### config.mk
export PLATFORM = sky130hd
export DESIGN_NAME = rv_fetch_ctrl
export DESIGN_NICKNAME = d
export VERILOG_FILES = /design/src/rtl/rv_pkg.sv /design/src/rtl/rv_fetch_buf.sv /design/src/rtl/rv_fetch_ctrl.sv
export SDC_FILE = /design/constraint.sdc
export NUM_CORES = 1
export LEC_CHECK = 0
export ABC_CLOCK_PERIOD_IN_PS = 2700
export BUFFER_PORTS_ARGS = -buffer_cell sky130_fd_sc_hd__clkbuf_2
export CAP_MARGIN = 0
export CORE_ASPECT_RATIO = 1.25
export CORE_MARGIN = 3
export CORE_UTILIZATION = 37
export CTS_CLUSTER_SIZE = 25
export DETAILED_ROUTE_END_ITERATION = 10
export GPL_ROUTABILITY_DRIVEN = 1
export PLACE_DENSITY = 0.67
export REMOVE_ABC_BUFFERS = 1
export SYNTH_ARGS = -nofsm -noshare
export SYNTH_HDL_FRONTEND = slang
export SYNTH_SLANG_ARGS = --single-unit
### constraint.sdc
create_clock -name clk -period 2.7 [get_ports clk]
set_input_delay 0.27 -clock clk [delete_from_list [all_inputs] [get_ports clk]]
set_output_delay 0.27 -clock clk [all_outputs]
set_load 0.1 [all_outputs]
### src/rtl/rv_pkg.sv
// Shared fetch-side types and constants: state enum, entry payload, PC alignment helper.
package rv_pkg;

  localparam int unsigned XLEN        = 32;
  localparam int unsigned INSTR_BYTES = 4;

  typedef enum logic [1:0] {
    ST_IDLE = 2'd0,
    ST_RUN  = 2'd1,
    ST_HALT = 2'd2
  } fetch_state_e;

  typedef struct packed {
    logic [XLEN-1:0] instr;
    logic [XLEN-1:0] pc;
  } fetch_entry_t;

  // Clear the sub-word bits of a byte address
  function automatic logic [XLEN-1:0] align_pc(input logic [XLEN-1:0] pc);
    return pc & ~XLEN'(INSTR_BYTES - 1);
  endfunction

endpackage

### src/rtl/rv_fetch_buf.sv
// Two-entry FIFO of fetched {instr, pc}; entry 0 is always the head so the
// head outputs come straight from flops. Flush wins over push and pop.
module rv_fetch_buf
  import rv_pkg::*;
(
  input  logic         clk,
  input  logic         reset_n,
  input  logic         i_push,
  input  logic         i_pop,
  input  logic         i_flush,
  input  fetch_entry_t i_wdata,
  output fetch_entry_t o_head,
  output logic         o_valid,
  output logic [1:0]   o_count
);

  fetch_entry_t r_ent0;
  fetch_entry_t r_ent1;
  logic [1:0]   r_cnt;
  logic         r_valid;
  logic [1:0]   w_cnt_nxt;

  // Next occupancy from flush/push/pop
  always_comb begin
    w_cnt_nxt = r_cnt;
    if (i_flush) begin
      w_cnt_nxt = 2'd0;
    end else if (i_push && !i_pop) begin
      w_cnt_nxt = r_cnt + 2'd1;
    end else if (i_pop && !i_push) begin
      w_cnt_nxt = r_cnt - 2'd1;
    end
  end

  // Storage shift/fill and occupancy registers
  always_ff @(posedge clk or negedge reset_n) begin
    if (!reset_n) begin
      r_ent0  <= '0;
      r_ent1  <= '0;
      r_cnt   <= 2'd0;
      r_valid <= 1'b0;
    end else begin
      r_cnt   <= w_cnt_nxt;
      r_valid <= (w_cnt_nxt != 2'd0);
      if (!i_flush) begin
        if (i_pop) begin
          if (i_push && (r_cnt == 2'd1)) begin
            r_ent0 <= i_wdata;
          end else begin
            r_ent0 <= r_ent1;
          end
          if (i_push && (r_cnt == 2'd2)) begin
            r_ent1 <= i_wdata;
          end
        end else if (i_push) begin
          if (r_cnt == 2'd0) begin
            r_ent0 <= i_wdata;
          end else begin
            r_ent1 <= i_wdata;
          end
        end
      end
    end
  end

  assign o_head  = r_ent0;
  assign o_valid = r_valid;
  assign o_count = r_cnt;

endmodule

### src/rtl/rv_fetch_ctrl.sv
// Instruction fetch controller: owns the PC, addresses the combinational
// instruction memory and queues returned words for decode.
// Optional feature macro: RV_FETCH_BOUNDS_EN (fetch-bounds fault and HALT state).
module rv_fetch_ctrl
  import rv_pkg::*;
#(
  parameter logic [XLEN-1:0] RESET_PC   = 32'h0000_0000,
  parameter int unsigned     IMEM_DEPTH = 1024
) (
  input  logic            clk,
  input  logic            reset_n,
  input  logic            fetch_en_i,
  input  logic            redirect_valid_i,
  input  logic [XLEN-1:0] redirect_pc_i,
  output logic [XLEN-1:0] imem_addr_o,
  input  logic [XLEN-1:0] imem_rdata_i,
  output logic            instr_valid_o,
  output logic [XLEN-1:0] instr_o,
  output logic [XLEN-1:0] instr_pc_o,
  input  logic            instr_ready_i,
  output logic            fault_o
);

  localparam int unsigned AW = $clog2(IMEM_DEPTH);

  fetch_state_e    r_state;
  logic [XLEN-1:0] r_pc;
  logic [XLEN-1:0] w_redir_pc;
  logic            w_pop;
  logic            w_push;
  logic            w_oob;
  logic            w_valid;
  logic [1:0]      w_count;
  fetch_entry_t    w_head;
  fetch_entry_t    w_wdata;

  assign w_redir_pc = align_pc(redirect_pc_i);

`ifdef RV_FETCH_BOUNDS_EN
  localparam int unsigned LIMW = XLEN + 1;
  localparam logic [XLEN:0] PC_LIMIT = LIMW'(IMEM_DEPTH) * LIMW'(INSTR_BYTES);

  logic r_fault;
  logic w_redir_ok;

  assign w_oob      = ({1'b0, r_pc} >= PC_LIMIT);
  assign w_redir_ok = ({1'b0, w_redir_pc} < PC_LIMIT);
  assign fault_o    = r_fault;
`else
  assign w_oob   = 1'b0;
  assign fault_o = 1'b0;
`endif

  // A head shown during a redirect is dropped, never handed to decode
  assign w_pop  = w_valid & instr_ready_i & ~redirect_valid_i;
  assign w_push = (r_state == ST_RUN) & fetch_en_i & ~redirect_valid_i & ~w_oob &
                  ((w_count != 2'd2) | w_pop);
  assign w_wdata = '{instr: imem_rdata_i, pc: r_pc};

  // PC sequencing and fetch state machine
  always_ff @(posedge clk or negedge reset_n) begin
    if (!reset_n) begin
      r_state <= ST_IDLE;
      r_pc    <= RESET_PC;
`ifdef RV_FETCH_BOUNDS_EN
      r_fault <= 1'b0;
`endif
    end else begin
      if (redirect_valid_i) begin
        r_pc <= w_redir_pc;
      end else if (w_push) begin
        r_pc <= r_pc + XLEN'(INSTR_BYTES);
      end
      case (r_state)
        ST_IDLE: begin
          if (fetch_en_i && !redirect_valid_i) begin
            r_state <= ST_RUN;
          end
        end
        ST_RUN: begin
          if (redirect_valid_i) begin
            if (!fetch_en_i) begin
              r_state <= ST_IDLE;
            end
`ifdef RV_FETCH_BOUNDS_EN
          end else if (w_oob) begin
            r_state <= ST_HALT;
            r_fault <= 1'b1;
`endif
          end else if (!fetch_en_i) begin
            r_state <= ST_IDLE;
          end
        end
`ifdef RV_FETCH_BOUNDS_EN
        ST_HALT: begin
          if (redirect_valid_i && w_redir_ok) begin
            r_state <= ST_RUN;
            r_fault <= 1'b0;
          end
        end
`endif
        default: begin
          r_state <= ST_IDLE;
        end
      endcase
    end
  end

  rv_fetch_buf u_buf (
    .clk     (clk),
    .reset_n (reset_n),
    .i_push  (w_push),
    .i_pop   (w_pop),
    .i_flush (redirect_valid_i),
    .i_wdata (w_wdata),
    .o_head  (w_head),
    .o_valid (w_valid),
    .o_count (w_count)
  );

  // Word index wraps modulo the memory depth; upper PC bits stay in instr_pc_o
  assign imem_addr_o   = XLEN'(r_pc[AW+1:2]);
  assign instr_valid_o = w_valid;
  assign instr_o       = w_head.instr;
  assign instr_pc_o    = w_head.pc;

endmodule

# [Word-level counts from Yosys, hierarchy flattened]
# Index checks and enable logic that the tools add are counted.
[totals] register_bits=165 inputBits=69 word_cells=59 out_inout_bits=98
[op_classes] eq_ne=8 addsub=3 n_reduce_logical=17 n_bitwise=7 muxes=16
[ops] operator="two-way mux 64 bit" count=8
[ops] operator="two-way mux 32 bit" count=2
[ops] operator="adder 32 x 3 -> 32 bit (second input constant)" count=1
[ops] operator="two-way mux 2 bit" count=5
[ops] operator="!= test 2 bit (second input constant)" count=4
[ops] operator="nonzero test 2 bit" count=4
[ops] operator="bitwise AND 1 bit" count=5
[ops] operator="logical AND 1 bit" count=5
[ops] operator="equality test 2 x 1 -> 1 bit (second input constant)" count=2
[ops] operator="zero test 2 bit" count=2
[ops] operator="case mux 2 bit (2 select lines)" count=1
[ops] operator="AND reduction 4 bit" count=1
[ops] operator="zero test 1 bit" count=3
[ops] operator="AND reduction 3 bit" count=1
[ops] operator="adder 2 x 1 -> 2 bit (second input constant)" count=1
[ops] operator="equality test 2 bit (second input constant)" count=1
[ops] operator="!= test 2 x 1 -> 1 bit (second input constant)" count=1
[ops] operator="AND reduction 2 bit" count=1
[ops] operator="subtractor 2 x 1 -> 2 bit (second input constant)" count=1
[ops] operator="NOT 1 bit" count=1
[ops] operator="bitwise OR 1 bit" count=1

# [Logic depth before layout (Yosys ltp)]
# Gate-level depths: netlist of the first run.
[depth] depth_word=10 ltp_mapped=10 mapped_depth_nobuf=7

# [By module]
# Synthesis of the first run repeated with hierarchy kept, for this count alone.
[hier_totals] cells_unflattened=623 hier_area_um2=8503.2
[modules_own_cells] module="rv_fetch_buf" cells_each=365 seq_area_each_um2=3278.1 n_inst=1 area_per_inst_um2=6314.8
[modules_own_cells] module="rv_fetch_ctrl" cells_each=258 seq_area_each_um2=775.7 n_inst=1 area_per_inst_um2=2188.3

# [Worst setup path after synthesis of the first run]
# OpenSTA, ideal clock, no wires.
[synth_path] path_kind="register to register" from="register u_buf.r_valid, in the netlist u_buf.o_valid" to="register u_buf.r_ent1[22] (netlist name)" path_stages_with_launch=8 setup_time_ns=0.125 required_time_ns=2.575 n_path_buf=3 t_arrival_ns=2.280 path_slack_ns=0.295 synth_period_minus_slack_ns=2.405 path_cell_list="dfrtp_1 a21bo_2 and2_0 buf_2 o211ai_1 buf_2 buf_2 mux2_2"
[synth_via] elab_chain_cells=7 elab_cells_between_ends=10 classes_between="eq/ne: 2; mux: 1; bitwise: 4; reduce/logical: 3"
[synth_lines] element="from (decl)" line="rv_fetch_buf.sv:20" text="logic r_valid;"
[synth_lines] element="from (signal assigned)" line="rv_fetch_buf.sv:44" text="r_valid <= (w_cnt_nxt != 2'd0);"
[synth_lines] element="bitwise AND 1 bit * (2 in series)" line="rv_fetch_ctrl.sv:55" text="assign w_pop = w_valid & instr_ready_i & ~redirect_valid_i;"
[synth_lines] element="bitwise OR 1 bit" line="rv_fetch_ctrl.sv:57" text="((w_count != 2'd2) | w_pop);"
[synth_lines] element="bitwise AND 1 bit" line="rv_fetch_ctrl.sv:56" text="assign w_push = (r_state == ST_RUN) & fetch_en_i & ~redirect_valid_i & ~w_oob &"
[synth_lines] element="logical AND 1 bit" line="rv_fetch_buf.sv:52" text="if (i_push && (r_cnt == 2'd2)) begin"
[synth_lines] element="!= test 2 bit (no line)"
[synth_lines] element="AND reduction 4 bit (no line)"
[synth_lines] element="to (signal assigned)" line="rv_fetch_buf.sv:53" text="r_ent1 <= i_wdata;"
[synth_lines] element="to (signal assigned)" line="rv_fetch_buf.sv:59" text="r_ent1 <= i_wdata;"
[synth_lines] element="to (decl)" line="rv_fetch_buf.sv:18" text="fetch_entry_t r_ent1;"
# Every way passes the cells marked *; elsewhere a longest branch is shown, timed or not.
# A chain may end at the register's enable or synchronous reset.

# [Final worst setup path of the first run]
[layout_path] from="register u_buf.r_cnt[0], in the netlist u_buf.o_count[0]" to="register u_buf.r_ent1[44] (netlist name)"
[layout_via] elab_chain_cells=6 elab_cells_between_ends=10 classes_between="eq/ne: 4; bitwise: 2; reduce/logical: 4"
[layout_lines] element="from (decl)" line="rv_fetch_buf.sv:19" text="logic [1:0] r_cnt;"
[layout_lines] element="from (signal assigned)" line="rv_fetch_buf.sv:43" text="r_cnt <= w_cnt_nxt;"
[layout_lines] element="!= test 2 bit" line="rv_fetch_ctrl.sv:57"
[layout_lines] element="bitwise OR 1 bit" line="rv_fetch_ctrl.sv:57"
[layout_lines] element="bitwise AND 1 bit" line="rv_fetch_ctrl.sv:56"
[layout_lines] element="logical AND 1 bit" line="rv_fetch_buf.sv:52"
[layout_lines] element="!= test 2 bit (no line)"
[layout_lines] element="AND reduction 4 bit (no line) *"
# Marked as above.

==> results of run 1 <==
-- routing by layer --
metal,vias to the layer above,global-route usage (%)
met4,0,5.253
met5,-,0
met3,13,2.742
li1,2497,-
met1,2420,19.00
met2,121,25.65
-- worst min-delay path, delay by kind of cell --
kind,cells,cell delay [ns]
AOI/OAI and AO/OA,1,0.05
buffers and inverters,1,0.07
and+or+nand+nor,1,0.04
-- how the worst max path moves through the flow --
stage                                start               end  slack (ns)  cells after the start
after global routing      u_buf.o_count[0]  u_buf.r_ent1[44]        0.29                      7
final                     u_buf.o_count[0]  u_buf.r_ent1[44]        0.40                      7
after detailed placement  u_buf.o_count[0]  u_buf.r_ent1[44]        0.40                      7
after CTS                 u_buf.o_count[0]  u_buf.r_ent1[44]        0.40                      7
after floorplan              u_buf.o_valid  u_buf.o_head[10]       -6.00                      4
after global placement    u_buf.o_count[0]  u_buf.r_ent1[46]        0.45                      7
-- timing repair --
action	CTS	global route
hold buffers	1	0
endpoints found under the hold margin	60	0
setup endpoints to repair	0	0
-- registers in the layout (all words and copies together), names as in the netlist --
| register | cells |
|---|---|
| u_buf.o_valid | 1 |
| u_buf.o_count | 2 |
| u_buf.o_head | 62 |
| r_state | 1 |
| r_pc | 30 |
| u_buf.r_ent1 | 62 |
-- layout make-up --
class	instances	area, um2
Clock buffer	20	456.7
Clock inverter	12	135.1
Fill cell	1872	10640
Inverter	6	22.52
Multi-Input combinational cell	453	3048
Sequential cell	158	3954
Tap cell	265	331.6
Timing Repair Buffer	153	884.6
-- metrics by stage --
step / setup WS, ns / setup TNS, ns / hold WS (ns)
after floorplan: -5.995 / -504.12 / -0.02559
after global placement: 0.4517 / 0 / 0.3034
after detailed placement: 0.4040 / 0 / 0.3082
after CTS: 0.4006 / 0 / 0.03953
after global routing: 0.2884 / 0 / 0.05074
final: 0.3958 / 0 / 0.05116
-- synth_stat cells, types with 2 or more instances --
library cell | n | area share (%)
nand2_1 | 44 | 2.2
ha_1 | 4 | 0.68
a21oi_1 | 65 | 4.4
nor2_1 | 69 | 3.5
clkbuf_1 | 15 | 0.77
nand4_1 | 4 | 0.34
nor3_1 | 12 | 0.82
dfrtp_1 | 158 | 54
mux2_2 | 61 | 9.3
mux2i_1 | 64 | 8.7
nand3_1 | 12 | 0.82
inv_1 | 6 | 0.31
buf_4 | 39 | 4.0
xnor2_1 | 23 | 2.7
and3_2 | 3 | 0.31
o21ai_0 | 32 | 2.2
or3_1 | 2 | 0.17
and2_1 | 2 | 0.17
nor4_1 | 6 | 0.51
buf_2 | 18 | 1.2
and4_1 | 4 | 0.48
xor2_1 | 6 | 0.71
-- cells by family (layout without fill, tap and decap cells) --
group	after synthesis	in the layout	synth area share, %
other	1	25	0.05097
AO/OA/AOI/OAI	104	104	7.330
AND/OR/NAND/NOR	166	166	10.32
adder cells (fa/ha/maj)	4	4	0.6803
flip-flops	158	158	53.74
multiplexers	125	125	18.04
buffers and inverters	79	191	6.378
XOR/XNOR	29	29	3.452
==> flow_summary.toml, run 1 <==
[status]
status = "finished, final reports clean"

[clock_tree]
clockBufferDepth = 2
numCtsBuffers = 17
post-cts-setup-buffers = 0
cts_root_buffer = "clkbuf_16"
cts.clk_slew.worst_paths_ns = 0.06
worstSkewPairLatency_ns = 0.42
h-tree-depth = 4
tritoncts = "built"
clock_sinks = 158
post_cts_resized = 0

[sta]
setup_viol = 0
slew_viol_final = 0
rsz0062_at_grt = "false"
clock.fmax_mhz = 434.0
fin_skew_ns = 0.01390
fin_crit_sh_pct = 85.34
hold_viol_final = 0
finalWorstPathRequiredPeriod_ns = 2.304
slew-limit-headroom_pct = 59.03
tightest_slew_ns = 0.6146

[finish]
area_growth_syn_to_layout_pct = 20.05
final_core_util_pct = 45.36
final_cell_mix = "158 x dfrtp_1, 138 x clkbuf_2, 69 x nor2_1"
fin_area_um2 = 8832
diodes = 0
fin_cells = 1067
mostFrequentLayoutCell = "dfrtp_1"
drive_gt1_share_pct = 31.67
final_nets = 862

[floorplan]
start_util_pct = 37.79
io-pin-count = 167
core_um2 = 19470
dieArea_um2 = 21620
dieWidth_um = 132.1
rows = 57
die_h_um = 163.7

[logic_synthesis]
synth_top_flop_cell = "dfrtp_1"
syn_inst = 666
synth-edff-count = 0
ys_types = 39
syn_area_per_cell_um2 = 11.05
syn-cell-area_um2 = 7357
yosysWarnings = 0
ys_async_sr_fraction_pct = 100.0
ys_seq_area_share_pct = 53.74
ys_ff_latch = 158

[critical_path]
worstPathCellList = "inv_1 -> ha_1 -> a21bo_2 -> and2_0 -> o211ai_1 -> buf_12 -> mux2_2"
critPathKind = "register to register"
end_kind = "register"
slowest_delay_ns = 0.38
cp.buffers_inverters = 2
r2r-start = "u_buf.o_count[0]"
critical_path_arrival_ns = 2.59
slowest_stage = "dfrtp_1"
r2r_slack_ns = 0.40
worstPathRequired_ns = 2.99
reg2reg_to = "u_buf.r_ent1[44]"
cp_top_family = "compound AO/OA/AOI/OAI gates"
cp-start-kind = "register"
ff2ff_path_depth = 7
path_max_fanout = 48

[global_route]
grt_util_all_layers_pct = 14.95
grt_overflow = 0
grt_max_degree = 64
grt_pass1_wl_um = 25840
grt_pass1_vias = 5005
antenna_found_initial = 0

[routing]
ant_nets = 0
drc = 0
wl_per_cell_um = 14.93
wl_met1_um = 7161
top_layer = "met4"
drt_first_pass_iters = 4
wl_um = 15940
vias = 5051
wl_met3_um = 605
dr_wl_met2_um = 7975
via_per_inst = 4.734
drt_iter0_drc = 236

[placed_design]
gp_congestion = 0.7179
placed_cells = 1034
dp_hpwl_um = 10850
placed_area_um2 = 8230
io_buffer_count = 139

[hold_path]
hold_path_class = "input pin to register"
hold_end = "r_pc[3]"
holdCritStartpoint = "redirect_pc_i[3]"
min_path_cells = 3

[job]
cap_violations = 0
Power of run 1 is not shown: default switching activity piles up to over one toggle a cycle in this logic, so the estimate is an artifact.
==> inputs of run 2 (changes only) <==
Settings changed: BUFFER_PORTS_ARGS -buffer_cell sky130_fd_sc_hd__clkbuf_2 to unset, CAP_MARGIN 0 to unset, DONT_BUFFER_PORTS set to 1, PLACE_DENSITY 0.67 to 0.6.
==> run 2 against run 1 <==
Cell count down 6.7%. Critical path depth unchanged. The run now ends with negative hold slack left. Critical endpoint is now u_buf.r_ent1[32]. Final area down 0.65%. Worst hold slack worse by 0.51 ns. Die area unchanged. Critical path type unchanged. Register-to-register slack worse by 0.10 ns. Worst setup slack worse by 0.10 ns. Non-clock buffer count down 71. Clock skew down 0.0029 ns. Wire length up 5.6%. Flip-flop and latch count unchanged.
==> flow_summary.toml, run 2 (synthesis results as in run 1) <==
[critical_path]
critical_path_arrival_ns = 2.71
slowest_stage = "dfrtp_1"
path_max_fanout = 52
worstPathCellList = "inv_1 -> ha_1 -> a21bo_2 -> and2_0 -> o211ai_1 -> buf_12 -> mux2_2"
cp_top_family = "compound AO/OA/AOI/OAI gates"
worstPathRequired_ns = 3.00
ff2ff_path_depth = 7
end_kind = "register"
cp-start-kind = "register"
cp_num_cells = 7
cp.buffers_inverters = 2
critPathKind = "register to register"
slowest_delay_ns = 0.39

[floorplan]
dieWidth_um = 132.1
rows = 57
core_um2 = 19470
dieArea_um2 = 21620
io-pin-count = 167
die_h_um = 163.7
start_util_pct = 37.79

[routing]
vias = 4939
wl_um = 16820
drt_first_pass_iters = 4
drt_iter0_drc = 196
ant_nets = 0
wl_per_cell_um = 16.89
via_per_inst = 4.959
drc = 0

[clock_tree]
cts.clk_slew.worst_paths_ns = 0.07
hold_buffers = 63
clock_sinks = 158
post-cts-setup-buffers = 0
tritoncts = "built"
h-tree-depth = 4
clockBufferDepth = 2
numCtsBuffers = 17
post_cts_resized = 0
worstSkewPairLatency_ns = 0.42
cts_root_buffer = "clkbuf_16"

[finish]
final_cell_mix = "158 x dfrtp_1, 69 x nor2_1, 64 x a21oi_1, 64 x mux2i_1, 62 x dlygate4sd3_1"
drive_gt1_share_pct = 16.83
mostFrequentLayoutCell = "dfrtp_1"
fillers = 1796
fin_cells = 996
final_nets = 791
area_growth_syn_to_layout_pct = 19.27
multi_input_comb_area_um2 = 3048
final_core_util_pct = 45.07
seqCellArea_um2 = 3954
diodes = 0

[sta]
timing.hold.ws_ns = -0.4626
clock.fmax_mhz = 415.4
setup_viol = 0
fin_crit_sh_pct = 89.15
tightest_slew_ns = 0.9630
slew-limit-headroom_pct = 35.80
rsz0062_at_grt = "false"
finalWorstPathRequiredPeriod_ns = 2.407
hold_viol_final = 158
setup_slack_ns = 0.2929
fin_skew_ns = 0.01096
slew_viol_final = 0

[job]
cap_violations = 0

[placed_design]
placed_cells = 901
io_buffer_count = 0
gp_congestion = 0.7969
pre_cts_slack_ns = 0.3389
dp_hpwl_um = 10680

[global_route]
grt_pass1_wl_um = 27970
grt_overflow = 0
antenna_found_initial = 0
grt_util_all_layers_pct = 16.09
grt_pass1_vias = 5438
grt_max_degree = 159

[power]
power_density_nw_per_um2 = 1345
ir_drop_v = 0.0006943
leakagePower_nw = 3.583
total_power_w = 0.01181

[status]
violations = "negative hold slack"
status = "finished with violations"

[hold_path]
hold_path_class = "input pin to asynchronous set/reset pin"
run 2: cell count changes in the layout (fill, tap and decap cells not counted):
cell | previous run | this run
clkbuf_8 | 2 | 1
clkinv_2 | 2 | 1
clkinv_4 | 2 | 3
inv_8 | 0 | 1
buf_12 | 6 | 4
clkbuf_1 | 1 | 0
buf_6 | 1 | 0
buf_4 | 7 | 16
inv_6 | 2 | 3
clkbuf_2 | 138 | 0
dlygate4sd3_1 | 1 | 62
run 2: layout make-up:
type                       count  area share [%]
inverter                       6          0.2567
multi-input combinational    453           34.74
clock buffer                  18           5.005
sequential                   158           45.06
timing repair buffer          82           9.354
clock inverter                14           1.811
tap                          265           3.779
run 2: final timing paths:
check	from	endpoint	slack, ns
max in group asynchronous	reset_n	u_buf.r_ent1[38]	2.93
setup / recovery	u_buf.o_count[0]	u_buf.r_ent1[32]	0.29
setup reg to reg	u_buf.o_count[0]	u_buf.r_ent1[32]	0.29
hold / removal	reset_n	r_pc[2]	-0.46
min in group clk	redirect_pc_i[31]	r_pc[31]	0.05
hold reg to reg	u_buf.r_ent1[10]	u_buf.r_ent1[10]	0.48
run 2: worst register-to-register path, delay by kind of cell (launching register included):
| kind | cells | cell delay (ns) |
|---|---|---|
| DFF | 1 | 0.39 |
| and+or+nand+nor | 1 | 0.29 |
| muxes | 1 | 0.43 |
| buffers and inverters | 2 | 0.45 |
| AOI/OAI and AO/OA | 2 | 0.53 |
| adders and majority gates | 1 | 0.20 |
run 2: layer usage:
metal,vias to the layer above,share of wire [%],GRT usage [%],wire length [um]
met3,13,6.4,5.484,1082
met1,2437,40,18.04,6743
li1,2345,-,-,-
met2,144,52,28.92,8812
met5,-,0,0,0
met4,0,1.1,4.919,182
run 2: power breakdown:
group	total (W)	internal, W	leakage, nW	switching, W
logic	0.00212	0.000932	1.43	0.00118
clock network	0.00242	0.00140	0.281	0.00102
registers	0.00727	0.00325	1.88	0.00402
run 2: stage by stage:
step | area (um2) | hold WS [ns] | setup TNS (ns)
floorplan | 7000 | -0.02559 | -504.12
global placement | 7536 | -0.02111 | 0
detailed placement | 7536 | -0.02097 | 0
CTS | 8775 | -0.4872 | 0
global route | 8775 | -0.4964 | 0
finish | 8775 | -0.4626 | 0
No activity file was read; power rests on OpenSTA's default activity.
